### src/rtl/jericalla_pkg.sv
// Shared Jericalla datapath definitions: default word/address widths and the
// register address/data types used by decode, ALU and the register file.
package jericalla_pkg;

  localparam int DATA_W_DEF = 32;
  localparam int ADDR_W_DEF = 5;
  localparam int NRD_MIN    = 1;
  localparam int NRD_MAX    = 4;

  typedef logic [ADDR_W_DEF-1:0] reg_addr_t;
  typedef logic [DATA_W_DEF-1:0] reg_data_t;

  // Largest value the pending counter can reach for a given file shape.
  function automatic int unsigned pend_limit(input int addr_w, input bit zero_reg);
    return (32'd1 << addr_w) - (zero_reg ? 32'd1 : 32'd0);
  endfunction

endpackage

### src/rtl/sb_tracker.sv
// Pending-write scoreboard: one busy bit per register plus a registered
// count of busy bits. A set and a clear of the same register resolve to set.
module sb_tracker
  import jericalla_pkg::*;
#(
  parameter int ADDR_W   = ADDR_W_DEF,
  parameter bit ZERO_REG = 1'b1
) (
  input  logic                  clk,
  input  logic                  rst_n,
  input  logic                  set_en,
  input  logic [ADDR_W-1:0]     set_addr,
  input  logic                  clr_en,
  input  logic [ADDR_W-1:0]     clr_addr,
  output logic [2**ADDR_W-1:0]  busy,
  output logic [ADDR_W:0]       pend
);

  localparam int DEPTH = 2**ADDR_W;
  localparam logic [ADDR_W:0] ONE = (ADDR_W+1)'(1);

  logic             set_eff;
  logic             same_addr;
  logic             inc;
  logic             dec;
  logic [DEPTH-1:0] busy_nxt;
  logic [ADDR_W:0]  pend_nxt;

  always_comb begin
    set_eff   = set_en && !(ZERO_REG && (set_addr == '0));
    same_addr = set_eff && clr_en && (set_addr == clr_addr);
    inc       = set_eff && !busy[set_addr];
    // A clear overridden by a same-register set does not retire anything.
    dec       = clr_en && busy[clr_addr] && !same_addr;

    busy_nxt = busy;
    if (clr_en)  busy_nxt[clr_addr] = 1'b0;
    if (set_eff) busy_nxt[set_addr] = 1'b1;

    pend_nxt = pend;
    if (inc && !dec)      pend_nxt = pend + ONE;
    else if (dec && !inc) pend_nxt = pend - ONE;
  end

  always_ff @(posedge clk or negedge rst_n) begin
    if (!rst_n) begin
      busy <= '0;
      pend <= '0;
    end else begin
      busy <= busy_nxt;
      pend <= pend_nxt;
    end
  end

endmodule

### src/rtl/reg_file_sb.sv
// Multi-port register file with write-through bypass, optional hardwired
// zero register, asynchronous clear and a pending-write scoreboard.
module reg_file_sb
  import jericalla_pkg::*;
#(
  parameter int DATA_W   = DATA_W_DEF,
  parameter int ADDR_W   = ADDR_W_DEF,
  parameter int NRD      = 2,
  parameter bit ZERO_REG = 1'b1,
  parameter bit BYPASS   = 1'b1
) (
  input  logic                  clk,
  input  logic                  rst_n,
  input  logic [NRD*ADDR_W-1:0] RA,
  output logic [NRD*DATA_W-1:0] DR,
  output logic [NRD-1:0]        RBUSY,
  input  logic [ADDR_W-1:0]     WA,
  input  logic [DATA_W-1:0]     WD,
  input  logic                  WE,
  input  logic [ADDR_W-1:0]     SA,
  input  logic                  SE,
  output logic [ADDR_W:0]       PEND
);

  localparam int DEPTH = 2**ADDR_W;

  if (NRD < NRD_MIN || NRD > NRD_MAX) begin : g_bad_nrd
    $error("reg_file_sb: NRD must be in 1..4");
  end

  logic              we_g;
  logic              se_g;
  logic              wr_ok;
  logic [DATA_W-1:0] mem [DEPTH];
  logic [DEPTH-1:0]  busy;

  // Requests are dead while reset is held, including the bypass path.
  assign we_g  = WE & rst_n;
  assign se_g  = SE & rst_n;
  assign wr_ok = we_g && !(ZERO_REG && (WA == '0));

  always_ff @(posedge clk or negedge rst_n) begin
    if (!rst_n) begin
      for (int i = 0; i < DEPTH; i++) mem[i] <= '0;
    end else if (wr_ok) begin
      mem[WA] <= WD;
    end
  end

  sb_tracker #(
    .ADDR_W   (ADDR_W),
    .ZERO_REG (ZERO_REG)
  ) u_sb (
    .clk      (clk),
    .rst_n    (rst_n),
    .set_en   (se_g),
    .set_addr (SA),
    .clr_en   (we_g),
    .clr_addr (WA),
    .busy     (busy),
    .pend     (PEND)
  );

  for (genvar k = 0; k < NRD; k++) begin : g_rd
    logic [ADDR_W-1:0] ra;
    logic              is_zero;
    logic              addr_hit;

    assign ra       = RA[k*ADDR_W +: ADDR_W];
    assign is_zero  = ZERO_REG && (ra == '0);
    assign addr_hit = BYPASS && (WA == ra);

    assign DR[k*DATA_W +: DATA_W] = is_zero              ? '0 :
                                    (addr_hit && wr_ok)  ? WD :
                                    mem[ra];

    // A register being written this cycle is already forwarded, so it is
    // reported as not busy even if a new producer is issued alongside.
    assign RBUSY[k] = !is_zero && !(addr_hit && we_g) && busy[ra];
  end

endmodule

### config.mk
export PLATFORM = sky130hd
export DESIGN_NAME = reg_file_sb
export DESIGN_NICKNAME = d
export VERILOG_FILES = /design/src/rtl/jericalla_pkg.sv /design/src/rtl/sb_tracker.sv /design/src/rtl/reg_file_sb.sv
export SDC_FILE = /design/constraint.sdc
export NUM_CORES = 2
export LEC_CHECK = 0
export BUFFER_PORTS_ARGS = -buffer_cell sky130_fd_sc_hd__buf_2
export CAP_MARGIN = 20
export CORE_MARGIN = 8
export CORE_UTILIZATION = 24
export CTS_BUF_LIST = sky130_fd_sc_hd__clkbuf_8
export DETAILED_ROUTE_END_ITERATION = 8
export SYNTH_ARGS = -nofsm -noshare
export SYNTH_HDL_FRONTEND = slang
export SYNTH_SLANG_ARGS = --single-unit
### constraint.sdc
create_clock -name clk -period 4.1 [get_ports clk]
set_input_delay 0.205 -clock clk [delete_from_list [all_inputs] [get_ports clk]]
set_output_delay 0.205 -clock clk [all_outputs]
set_load 0.02 [all_outputs]
; ---- Word-level counts from Yosys, hierarchy flattened
; Cells that the tools add are included.
[word_totals]
reg_bits = 1062
in_bits = 56
output_inout_bits = 72
elab_cells = 121
[classes]
addsub = 2
magnitude_cmp = 10
n_eq_ne = 3
muxes = 29
bitwise = 8
n_reduce_logical = 35
[op_table]
columns = cell, count
row1 = $bwmux W1024, 1
row2 = $mux W32, 11
row3 = $bmux W32 S5, 2
row4 = $demux W32 S5, 1
row5 = $and A32 B32 Y32, 1
row6 = $not A32 Y32, 1
row7 = $or A32 B32 Y32, 1
row8 = $lt A5 B6 Y1 const B, 4
row9 = $bmux W1 S5, 4
row10 = $logic_and A1 B1 Y1, 20
row11 = $logic_not A5 Y1, 4
row12 = $ge A6 B6 Y1 const B, 3
row13 = $not A5 Y6, 3
row14 = $eq A5 B5 Y1, 3
row15 = $mux W6, 2
row16 = $demux W1 S5, 2
row17 = $ge A5 B1 Y1 const B, 2
row18 = $logic_not A1 Y1, 10
row19 = $add A6 B1 Y6 const B, 1
row20 = $lt A6 B1 Y1 const B, 1
row21 = $mux W1, 6
row22 = $sub A6 B1 Y6 const B, 1
row23 = $and A1 B1 Y1, 2
row24 = $reduce_bool A2 Y1, 1

; ---- Longest topological paths before layout
[depth]
word_depth = 10
depth_mapped = 15
depth_no_buf = 13

; ---- Modules after synthesis
; A second synthesis with hierarchy kept.
[unflattened]
hier_cells = 4352
area_unflattened_um2 = 59392.0
[by_module_without_submodules]
columns = mod, instances, cells_per_inst, area_each_um2, seq_area_each_um2
row1 = reg_file_sb, 1, 4119, 57044.7, 25624.6
row2 = sb_tracker, 1, 233, 2347.3, 950.9

; ---- Worst setup path after synthesis
; Ideal clock, no wire load.
[synth_timing]
path_type = input port to flip-flop
startpoint = input port SA[0]
endpoint = register u_sb.pend[5]
setup_ps = 79
arrival_time_ps = 3269
t_required_ps = 4021
slack_ps = 752
path_stages = 13
n_path_buf = 1
cell_sequence = buf_2 mux4_2 mux4_2 nor2b_1 nor4_1 ha_1 inv_1 ha_1 a21o_1 a21oi_1 or4_1 nand4_1 xor2_1
[synth_between]
elab_chain_len = 10
word_cells_on_any_way = 18
cone_classes = 1 x eq/ne / 3 x mux / 14 x reduce/logical
[synth_rtl]
columns = element, line
row1 = start: declaration, reg_file_sb.sv:20  ; input logic [ADDR_W-1:0] SA,
row2 = "parallel branches: the longest is 10 deep, another holds $bmux W1 S5", n/a
row3 = end signal: assignment, sb_tracker.sv:51  ; pend <= pend_nxt;
row4 = end: declaration, sb_tracker.sv:16  ; output logic [ADDR_W:0] pend
; Several ways; the timed one is not identified. The select of a mux whose other input is x is not followed.
; A chain may end at the register's enable or synchronous reset.

; ---- Worst setup path in the final report
[layout_timing]
startpoint = input port WA[2]
endpoint = output port DR[20]
[layout_between]
elab_chain_len = 6
word_cells_on_any_way = 7
cone_classes = 1 x eq/ne / 2 x mux / 4 x reduce/logical
[layout_rtl]
columns = element, line
row1 = start: declaration, reg_file_sb.sv:17  ; input logic [ADDR_W-1:0] WA,
row2 = $logic_not A5 Y1, reg_file_sb.sv:40  ; assign wr_ok = we_g && !(ZERO_REG && (WA == '0));
row3 = $logic_not A1 Y1, reg_file_sb.sv:40
row4 = $logic_and A1 B1 Y1, reg_file_sb.sv:40
row5 = $logic_and A1 B1 Y1 *, reg_file_sb.sv:74  ; (addr_hit && wr_ok) ? WD :
row6 = $mux W32 *, reg_file_sb.sv:74
row7 = $mux W32 *, reg_file_sb.sv:73  ; assign DR[k*DATA_W +: DATA_W] = is_zero ? '0 :
row8 = end: declaration, reg_file_sb.sv:15  ; output logic [NRD*DATA_W-1:0] DR,
; Every way passes the cells marked *; elsewhere a longest branch is shown, timed or not.

==> flow_summary.json <==
{
  "status": "finished clean",
  "worst_pin_slew_ps": 1150,
  "stdcell_count": 7425,
  "setup_tns_ps": 0,
  "holdBufCountCts": 49,
  "period_minus_slack_ps": 4020,
  "multi_input_area_sq_um": 29300,
  "die_area_sq_um": 257000,
  "clock.fmax_ghz": 0.249,
  "cp-end-kind": "output pin",
  "antenna_found_initial": 13,
  "drt_first_pass_iters": 6,
  "gp_congestion": 0.816,
  "viasPerCell": 5.24,
  "path_cells": "dlygate4sd3_1 -> buf_2 -> or3_1 -> o311ai_1 -> nor3_2 -> a31oi_4 -> buf_4 -> buf_4 -> a32o_1 -> buf_2",
  "synthFlopType": "dfrtp_1",
  "critPathMaxStageDelay_ps": 620,
  "drc": 0,
  "post-place-ws_ps": 388,
  "root_buffer": "clkbuf_8",
  "clock_skew_ps": 12.0,
  "critical_path.max_fanout": 26,
  "critPathBufInv": 5,
  "rr_worst_depth": 12,
  "combPwrFrac": 0.188,
  "slew_violations": 0,
  "synth_edf_count": 0,
  "vias": 38900,
  "final_cell_mix": "dfrtp_1 (1062), mux2_2 (989), mux4_2 (470), clkbuf_8 (224), nand2_1 (199)",
  "die_x_um": 507,
  "timing.rr.start": "u_sb.busy[12]",
  "netlist_instances": 4070,
  "leakage_nw": 29.0,
  "power_switching_mw": 8.13,
  "worstPathRequired_ps": 3890,
  "netSwitchingFraction": 0.289,
  "hold_class": "primary input to asynchronous set/reset pin",
  "hold_viol_final": 0,
  "p_per_area_nw_per_um2": 425,
  "grt_use_total": 0.154,
  "overflow": 0,
  "floorplan.initialDensity": 0.241,
  "finalCritPeriodShare": 0.981,
  "cap_viol_max_count": 0,
  "area_delta_synth_final_pct": 14.5,
  "synth.cell_area_sq_um": 57900,
  "relSlewSlack": 0.232,
  "htreeDepth": 4,
  "r2r_slack_ps": 390,
  "grt_setup_unrepaired": "no",
  "worstReg2RegEnd": "u_sb.pend[5]",
  "num_io_pins": 128,
  "gr-max-usage-layer": "met2",
  "first_global_vias": 41000,
  "clock_latency_ps": 920,
  "ys_warn_count": 0,
  "row_count": 180,
  "fp.dieH_um": 507,
  "routed_wirelength_um": 202000,
  "cts_setup_buffers": 0,
  "grt_first_pass_wirelength_um": 296000,
  "avgRoutedWirePerCell_um": 27.2,
  "postSynthAreaPerCell_sq_um": 14.2,
  "seqCellArea_sq_um": 26600,
  "syn_nets": 4132,
  "setup_viol": 0,
  "drive_gt1_frac": 0.480,
  "fin_ws_ps": 76.6,
  "met3_usage": 0.0348,
  "met1_usage": 0.200,
  "internal-power_mw": 20.0,
  "nets": 4157,
  "ys_types": 68,
  "use_met2": 0.246,
  "cp_data_arrival_time_ps": 3820,
  "power_frac_clock": 0.353,
  "ys_async_sr_fraction": 1.00,
  "ant_nets": 0,
  "power_frac_seq": 0.459,
  "clockBufferDepth": 3,
  "crit_path_start_kind": "primary input",
  "ir_worst_vdd_mv": 0.339,
  "drt-initial-drc-count": 3857,
  "cp_top_family": "buffers and inverters",
  "cts_sinks": 1062,
  "critPathKind": "primary input to output pin",
  "synth_seq_cells": 1062,
  "mostFrequentLayoutCell": "dfrtp_1",
  "ys_seq_area_frac": 0.459,
  "cts.clk_slew.worst_paths_ps": 60,
  "hpwl_um": 118000,
  "ctsResizeCount": 0,
  "numCtsBuffers": 174,
  "coreArea_sq_um": 240000,
  "grt_max_degree": 170,
  "port_buffers": 127,
  "dp.cells": 7054,
  "fillers": 24400,
  "slowest_stage": "buf_4",
  "cts_tree": "built"
}
## power groups by stage
| stage | Sequential [mW] | Combinational [mW] | Clock [mW] |
|---|---|---|---|
| 2_1_floorplan | 12.8 | 3.82 | 0 |
| 3_5_place_dp | 13.1 | 5.29 | 0 |
| 4_1_cts | 12.9 | 5.35 | 10.1 |
| 5_1_grt | 13.1 | 5.68 | 10.6 |
| 6_report | 12.9 | 5.30 | 9.92 |
| 3_3_place_gp | 13.0 | 5.20 | 0 |
## cells by family after synthesis
family,count (synthesis),share of synthesized area
AO/OA/AOI/OAI,357,0.0466
XOR/XNOR,20,0.00303
flip-flops,1062,0.459
adder cells (fa/ha/maj),6,0.00143
AND/OR/NAND/NOR,446,0.0354
multiplexers,1688,0.416
buffers and inverters,491,0.0388
## worst max-delay path by stage
stage | cells after the start | slack, ps | startpoint | endpoint
floorplan | 13 | 750 | SA[0] | u_sb.pend[5]
global placement | 13 | 340 | SA[0] | u_sb.pend[5]
detailed placement | 13 | 390 | SA[0] | u_sb.pend[5]
CTS | 10 | 60 | WA[2] | DR[20]
global route | 9 | 30 | WA[2] | DR[44]
finish | 10 | 80 | WA[2] | DR[20]
## worst reg2reg max path, cell delays in order (launching register included)
cell,delay [ps]
dfrtp_1,440
mux4_2,480
mux4_2,480
nor2b_1,140
nor4_1,300
ha_1,340
inv_1,150
ha_1,300
a21o_1,110
a21oi_1,110
or4_1,490
nand4_1,120
xor2_1,160
## stage by stage
step | util | total power [mW] | hold WS (ps) | instance area (sq um)
final | 0.276 | 28.1 | 57.7 | 66300
after global routing | 0.276 | 29.4 | 60.5 | 66300
after CTS | 0.276 | 28.4 | 1.29 | 66200
after detailed placement | 0.259 | 18.4 | 37.4 | 62100
after global placement | 0.259 | 18.2 | 37.4 | 62100
after floorplan | - | 16.6 | -90.6 | 57900
## state kept, by name, summed over array words and instances (netlist names)
signal and flops:
u_sb.pend 6, mem 1024, u_sb.busy 32
## per-layer routing
layer	wire length [um]	part of all wire	vias up
li1	-	-	15800
met1	82500	0.41	21000
met2	94500	0.47	1727
met3	15700	0.078	461
met4	9650	0.048	0
met5	0	0	-
## cell type report
type	count	area share
Antenna cell	7	0.000264
Clock buffer	224	0.0465
Clock inverter	90	0.00881
Inverter	28	0.00162
Multi-Input combinational cell	2517	0.442
Sequential cell	1062	0.401
Tap cell	3185	0.0601
Timing Repair Buffer	312	0.0393
## cells in the mapped netlist, drive strengths merged (39+ instances only)
| master | number | area [sq um] |
|---|---|---|
| mux2 | 1023 | 11500 |
| dfrtp | 1062 | 26600 |
| buf | 227 | 1250 |
| mux2i | 195 | 1950 |
| nand2 | 210 | 788 |
| a22oi | 51 | 383 |
| clkbuf | 236 | 886 |
| o22ai | 39 | 244 |
| a21oi | 50 | 250 |
| mux4 | 470 | 10600 |
| nand3 | 59 | 295 |
| nor2 | 59 | 231 |
Note: power is estimated with default switching activity, not from simulation.
